`src/rtl/star_pkt_fifo.sv`:
```
// Store-and-forward AXI-Stream packet FIFO feeding a star arbiter source port.
// A packet is only offered downstream once its TLAST flit is buffered; oversize packets fall back to cut-through.
module star_pkt_fifo #(
  parameter int DATA_WIDTH = 64,
  parameter int DEPTH_LOG2 = 5
) (
  input  logic                  clk,
  input  logic                  rst,
  input  logic [DATA_WIDTH-1:0] in_TDATA,
  input  logic                  in_TVALID,
  output logic                  in_TREADY,
  input  logic                  in_TLAST,
  output logic [DATA_WIDTH-1:0] out_TDATA,
  output logic                  out_TVALID,
  input  logic                  out_TREADY,
  output logic                  out_TLAST,
  output logic [DEPTH_LOG2:0]   occupancy,
  output logic [DEPTH_LOG2:0]   pkt_count
);

  localparam int DEPTH = 1 << DEPTH_LOG2;
  localparam int PW = DEPTH_LOG2 + 1;
  localparam logic [PW-1:0] ONE = {{(PW-1){1'b0}}, 1'b1};

  // Each entry is {TLAST, TDATA}; contents are never reset.
  logic [DATA_WIDTH:0] mem [DEPTH];

  logic [PW-1:0]       wr_ptr_reg;
  logic [PW-1:0]       rd_ptr_reg;
  logic [PW-1:0]       pkt_count_reg;
  logic                rst_q_reg;
  logic                cut_reg;

  logic                full;
  logic                empty;
  logic                in_acc;
  logic                out_acc;
  logic                in_last_acc;
  logic                out_last_acc;
  logic [DATA_WIDTH:0] rd_word;

  assign full  = (wr_ptr_reg[PW-1] != rd_ptr_reg[PW-1]) &&
                 (wr_ptr_reg[PW-2:0] == rd_ptr_reg[PW-2:0]);
  assign empty = (wr_ptr_reg == rd_ptr_reg);

  // Ready and valid are functions of registered state only, so no
  // combinational path exists between the two handshakes.
  assign in_TREADY  = !rst_q_reg && !full;
  assign out_TVALID = !empty && ((pkt_count_reg != '0) || cut_reg);

  assign rd_word   = mem[rd_ptr_reg[PW-2:0]];
  assign out_TDATA = rd_word[DATA_WIDTH-1:0];
  assign out_TLAST = rd_word[DATA_WIDTH];

  assign in_acc       = in_TVALID && in_TREADY;
  assign out_acc      = out_TVALID && out_TREADY;
  assign in_last_acc  = in_acc && in_TLAST;
  assign out_last_acc = out_acc && rd_word[DATA_WIDTH];

  assign occupancy = wr_ptr_reg - rd_ptr_reg;
  assign pkt_count = pkt_count_reg;

  always_ff @(posedge clk) begin
    if (in_acc) begin
      mem[wr_ptr_reg[PW-2:0]] <= {in_TLAST, in_TDATA};
    end
  end

  always_ff @(posedge clk) begin
    rst_q_reg <= rst;
    if (rst) begin
      wr_ptr_reg    <= '0;
      rd_ptr_reg    <= '0;
      pkt_count_reg <= '0;
      cut_reg       <= 1'b0;
    end else begin
      if (in_acc) begin
        wr_ptr_reg <= wr_ptr_reg + ONE;
      end
      if (out_acc) begin
        rd_ptr_reg <= rd_ptr_reg + ONE;
      end
      case ({in_last_acc, out_last_acc})
        2'b10:   pkt_count_reg <= pkt_count_reg + ONE;
        2'b01:   pkt_count_reg <= pkt_count_reg - ONE;
        default: pkt_count_reg <= pkt_count_reg;
      endcase
      // A buffer filled by a single partial packet would never drain; switch
      // to cut-through until that packet's TLAST leaves. Clear has priority.
      if (out_last_acc && cut_reg) begin
        cut_reg <= 1'b0;
      end else if (full && (pkt_count_reg == '0)) begin
        cut_reg <= 1'b1;
      end
    end
  end

endmodule

```
`config.mk`:
```
export PLATFORM = sky130hd
export DESIGN_NAME = star_pkt_fifo
export DESIGN_NICKNAME = d
export VERILOG_FILES = /design/src/rtl/star_pkt_fifo.sv
export SDC_FILE = /design/constraint.sdc
export NUM_CORES = 2
export LEC_CHECK = 0
export CELL_PAD_IN_SITES_DETAIL_PLACEMENT = 1
export CELL_PAD_IN_SITES_GLOBAL_PLACEMENT = 2
export CORE_MARGIN = 2
export CORE_UTILIZATION = 46
export DETAILED_ROUTE_END_ITERATION = 10
export GPL_ROUTABILITY_DRIVEN = 0
export HOLD_SLACK_MARGIN = 0.05
export PLACE_DENSITY_LB_ADDON = 0.1
export SETUP_SLACK_MARGIN = 0.1
export SYNTH_ARGS = -nofsm -noshare
export SYNTH_HDL_FRONTEND = slang
export SYNTH_SLANG_ARGS = --single-unit
export TNS_END_PERCENT = 100
```
`constraint.sdc`:
```
create_clock -name clk -period 4.8 [get_ports clk]
set_input_delay 0.96 -clock clk [delete_from_list [all_inputs] [get_ports clk]]
set_output_delay 0.96 -clock clk [all_outputs]
set_load 0.005 [all_outputs]
```
==> impl_results.md <==
- Status: finished, final reports clean
- Async SR Flop Fraction: 0
- Highest net fanout along the worst path: 16
- Clk Tree Root Cell: clkbuf_16
- Number of maximum-capacitance constraint violations: 0
- DP Wirelength: 102,000 um
- Startpoint type of the worst setup path: register
- Clock transition at the registers of the reported paths: 0.06 ns
- Most used cell, CP: mux4_2
- Layout overhead on the synthesized area: 16.5%
- Number of global-route vias before repair: 39,575
- Data arrival time of the critical path: 3.67 ns
- Antenna violations before repair: 13
- Gr ovfl total: 0
- Post-Syn Nets: 3,319
- Layout filler cell count: 14,477
- Share of synthesized area occupied by flip-flops and latches: 0.785
- Remaining design rule violation count: 0
- Number of enable flip-flop cells after synthesis: 2,080
- Transition time at the pin with the least slew margin: 1.16 ns
- Cts-stage hold buffer count: 0
- Most frequent cell after synthesis: edfxtp_1
- DRT Wirelength: 213,000 um
- Worst setup skew after layout: 0.0279 ns
- Number of pins with negative max-slew slack in the final report: 0
- Average vias per placed instance: 6.06
- Total clock sinks: 2,105
- Number of vias in the routed layout: 36,929
- Highest routed metal layer: met5
- DR WL/cell: 34.9 um
- Core Footprint: 0.173 mm2
- Synthesis-stage register bit count: 2,105
- Met3 wire length: 11,500 um
- Setup violations, final: 0
- Count of unique library cells instantiated by Yosys: 55
- Maximum root-to-sink buffer count: 3
- Delay-heaviest family, CP: multiplexers
- Required @ worst endpoint: 3.84 ns
- Die outline height: 421 um
- Lkg Pwr: 28.2 nW
- Pwr Total: 37.2 mW
- Yosys top cell area share: 0.779
- Final worst path period need: 4.63 ns
- Pwr/cell area: 398 mW/mm2
- Clock tree from TritonCTS: done
- Total met2 wirelength after detailed routing: 108,000 um
- Total Die Area: 0.178 mm2
- Part of the cycle the worst path needs: 0.965
- Kind of end point of the critical path: primary output
- Flip-flop count of the largest register after layout: 2,080
- Router iterations before antenna repair: 5
- Number of nets in the layout: 3,670
- Number of buffers created by CTS: 212
- Cell-by-cell listing of the critical path: buf_12 -> buf_8 -> bufbuf_16 -> mux4_2 -> mux4_2 -> mux2_2 -> clkdlybuf4s50_1
- Max_slew headroom: 0.226
- Ratio of cells with drive above 1 in the final layout: 0.312
- Cell type with the highest aggregate area in the netlist: edfxtp_1
- Minimum setup slack among reg-to-reg paths: 0.68 ns
- Slowest stage cell on the critical path: mux4_2
- Worst Hold Margin: 0.481 ns
- Effective utilization at floorplan: 0.462
- Pin count of the biggest net entering global routing: 98
- Buffering stage count on the worst path with inverters included: 4
- Number of standard cells after synthesis: 3,237
- CP max stage delay: 0.54 ns
- Maximum level of the CTS H-tree: 4
- Unrepaired setup endpoints after global routing: true
- Routed metal-1 wirelength: 89,700 um
- Leading cell types by total area after synthesis: edfxtp_1 (78%), mux4_2 (18%), dfxtp_1 (0.62%)
- First-iteration detailed-routing DRC count: 4,097
- Antenna-violating nets left: 0
- Insertion delay of the later-clocked pin in the worst-skew pair: 0.86 ns
- Pre-CTS setup slack: 0.601 ns
- Overall track demand over capacity in global routing: 0.243
- Mean instance size in the synthesized netlist: 24.8 um2
- Final critical-path setup slack: 0.166 ns
- Type of the worst setup path: register to primary output
- Final hold violation count: 0
- Synth warn: 0
- Die Wd: 421 um
- Port buffer count: 147
- Peak supply drop: 0.436 mV
- Count of boundary I/O pins: 148
- Primary flip-flop cell chosen by synthesis mapping: edfxtp_1
- Synthesized cell area: 0.0802 mm2
- Highest Clock Rate: 0.216 GHz
- Number of core rows: 153
- Wire length of the first global-routing pass: 304,000 um
- Summed negative setup slack over all endpoints: 0 ns
- Min-delay worst type: register to register
- Most used standard cells in the synthesized netlist: edfxtp_1 (2,080), mux4_2 (646), nand2_1 (111)
## cell usage in the layout (no fill, tap or decap), drive strengths merged, types with 3 or more instances in the layout
cell	count
or3	4
nor2	51
xor2	8
or2	3
mux2i	6
nor4	3
mux2	33
bufbuf	5
nor2b	3
dfxtp	25
nand4	6
clkinvlp	10
buf	148
clkinv	105
mux4	646
or4	3
bufinv	15
a21oi	12
a31oi	3
edfxtp	2080
xnor2	9
o21ai	5
nand2	111
inv	21
clkdlybuf4s50	147
ha	12
clkbuf	266
## logic make-up after synthesis
| group | synth area share |
|---|---|
| flops | 0.785 |
| mux | 0.187 |
| simple gates | 0.0109 |
| buf+inv | 0.00958 |
| compound gates | 0.00320 |
| xor+xnor | 0.00186 |
| fa+ha+maj | 0.00212 |
## path summary, 6_finish.rpt
check | from | endpoint | cells past startpoint
worst max register to register | wr_ptr_reg[2] | pkt_count[4] | 13
worst min-delay path | cut_reg | cut_reg | 2
worst max-delay path | register | out_TDATA[63] | 7
worst min register to register | cut_reg | cut_reg | 2
## layout make-up
cell class                 instances  area, um2  area share
timing repair buffer             302       4000      0.0429
inverter                          17       83.8    0.000897
multi-input combinational        950      16700       0.179
clock inverter                   134       1170      0.0126
clock buffer                     264       5590      0.0598
antenna                            1       2.50   0.0000268
sequential                      2105      63000       0.674
tap                             2325       2910      0.0311
## stage by stage
step | cell area [um2] | std cells | util
after CTS | 93300 | 6095 | 0.538
after global routing | 93400 | 6097 | 0.539
after global placement | 85900 | 5671 | 0.495
after floorplan | 80200 | 3237 | -
after detailed placement | 85900 | 5671 | 0.495
final | 93400 | 6098 | 0.539
## what timing repair did
item	in CTS	in global routing
resized for setup	29	2
setup endpoints to repair	63	13
cloned	10	2
buffers inserted	16	0
## worst reg2reg max path, cell delays in order (launching register included)
cell and delay (ns):
dfxtp_1 0.62, ha_1 0.37, and4_1 0.25, nand3_1 0.11, and3b_1 0.42, o211ai_4 0.18, inv_1 0.09, ha_1 0.37
xor2_1 0.14, ha_1 0.25, or4_1 0.42, a31o_1 0.26, or4_1 0.42, a21oi_1 0.15
## where the power goes
group          internal, mW  switching, mW  leakage (nW)
registers              20.3         0.0148          18.9
logic                 0.347          0.475          6.05
clock network          9.07           7.01          3.28
## metal layers
metal  up-vias  track usage
met1     20791        0.342
met3       279       0.0373
met2      1127        0.407
met5         -            0
li1      14716            -
met4        16       0.0516
No activity file was read; power rests on OpenSTA's default activity.
==> variant (same flow settings) <==
Register the output `pkt_count` once more, without a reset; this adds one clock of latency there. The other outputs are not delayed to match.
--- a/src/rtl/star_pkt_fifo.sv
+++ b/src/rtl/star_pkt_fifo.sv
@@ -58,7 +58,9 @@
   assign out_last_acc = out_acc && rd_word[DATA_WIDTH];
 
   assign occupancy = wr_ptr_reg - rd_ptr_reg;
-  assign pkt_count = pkt_count_reg;
+  always_ff @(posedge clk) begin
+    pkt_count <= pkt_count_reg;
+  end
 
   always_ff @(posedge clk) begin
     if (in_acc) begin
Check against the original RTL: not settled (the Yosys comparison gave no result); the edit may change what the design does.
==> variant against the original RTL <==
Power is 0.32% higher. Sequential cell count is 6 higher. Routed wire length is 2.7% higher. Clock skew hardly changed. Highest routed layer unchanged. Largest cell class unchanged. Synthesized cell count is 1.9% lower. Cell area is 1.4% higher. Worst setup slack worse by 0.028 ns. Area after synthesis is 0.16% higher.
==> variant: results (changes against the original RTL) <==
cp_max_fo: 8  # -8
fin_skew_ns: 0.0283  # +0.000395 ns
synthAdderAreaFrac_pct: 0.212  # -0.00033 points
multi_input_area_share_pct: 17.7  # -0.18 points
hold_end: "pkt_count[5]"
hpwl_um: 104000  # +2.1%
antenna_found_initial: 15  # +2
synth_cells: 3176  # -1.9%
syn_avg_cell_area_um2: 25.3  # +2.1%
r2r-end: "pkt_count_reg[4]"
area_growth_pct: 18.0
multi_input_cells: 889  # -6.4%
seq_share_pct: 66.6  # -0.81 points
min_from: "pkt_count_reg[5]"
cp.arrival_ns: 3.70  # +0.03 ns
grt_max_degree: 82  # -16%
placedInstanceArea_um2: 86300  # +0.46%
buf_share_pct: 5.56  # +1.3 points
netlist-cell-type-count: 51  # -7.3%
cts_buffers: 215  # +1.4%
fill_cells: 14300  # -1.0%
grt_usage_pct: 24.7  # +0.33 points
outcome: "finished clean"
synth.area.mux_share_pct: 19.2  # +0.52 points
wire_per_inst_um: 35.9  # +2.9%
r2r_slack_ns: 0.50  # -0.18 ns
tightestPinTransition_ns: 1.10  # -0.0598 ns
fin_nets: 3664  # -0.16%
yosys-top-cells-area: "edfxtp_1, mux4_2, mux2_2"
syn_nets: 3258  # -1.8%
p_sw_mw: 7.56  # +0.74%
-- variant: layer usage --
layer	share of wire (%)	routed length (um)	vias to the layer above	track usage, %
met3	6.3	13700	303	4.19
met1	42	92000	20700	35.0
met2	50	108000	1353	40.1
met4	2.1	4620	8	6.21
li1	-	-	14700	-
met5	0.022	48	-	0
-- variant: worst max-delay path by stage --
| stage | from | end | slack [ns] | depth (start not counted) |
|---|---|---|---|---|
| after global placement | register | pkt_count_reg[4] | 0.55 | 11 |
| final | register | out_TDATA[1] | 0.14 | 8 |
| after global routing | register | out_TDATA[45] | 0.04 | 8 |
| after detailed placement | register | out_TDATA[12] | 0.53 | 6 |
| after floorplan | in_TVALID | mem[31][0] | 0.08 | 4 |
| after CTS | register | out_TDATA[1] | 0.04 | 8 |
-- variant: what timing repair did --
action,in CTS,in global routing
gates resized for setup,49,29
gates cloned,24,18
hold buffers,0,0
setup endpoints to repair,64,47
endpoints found under the hold margin,0,0
pin swaps,0,0
setup buffers,21,9
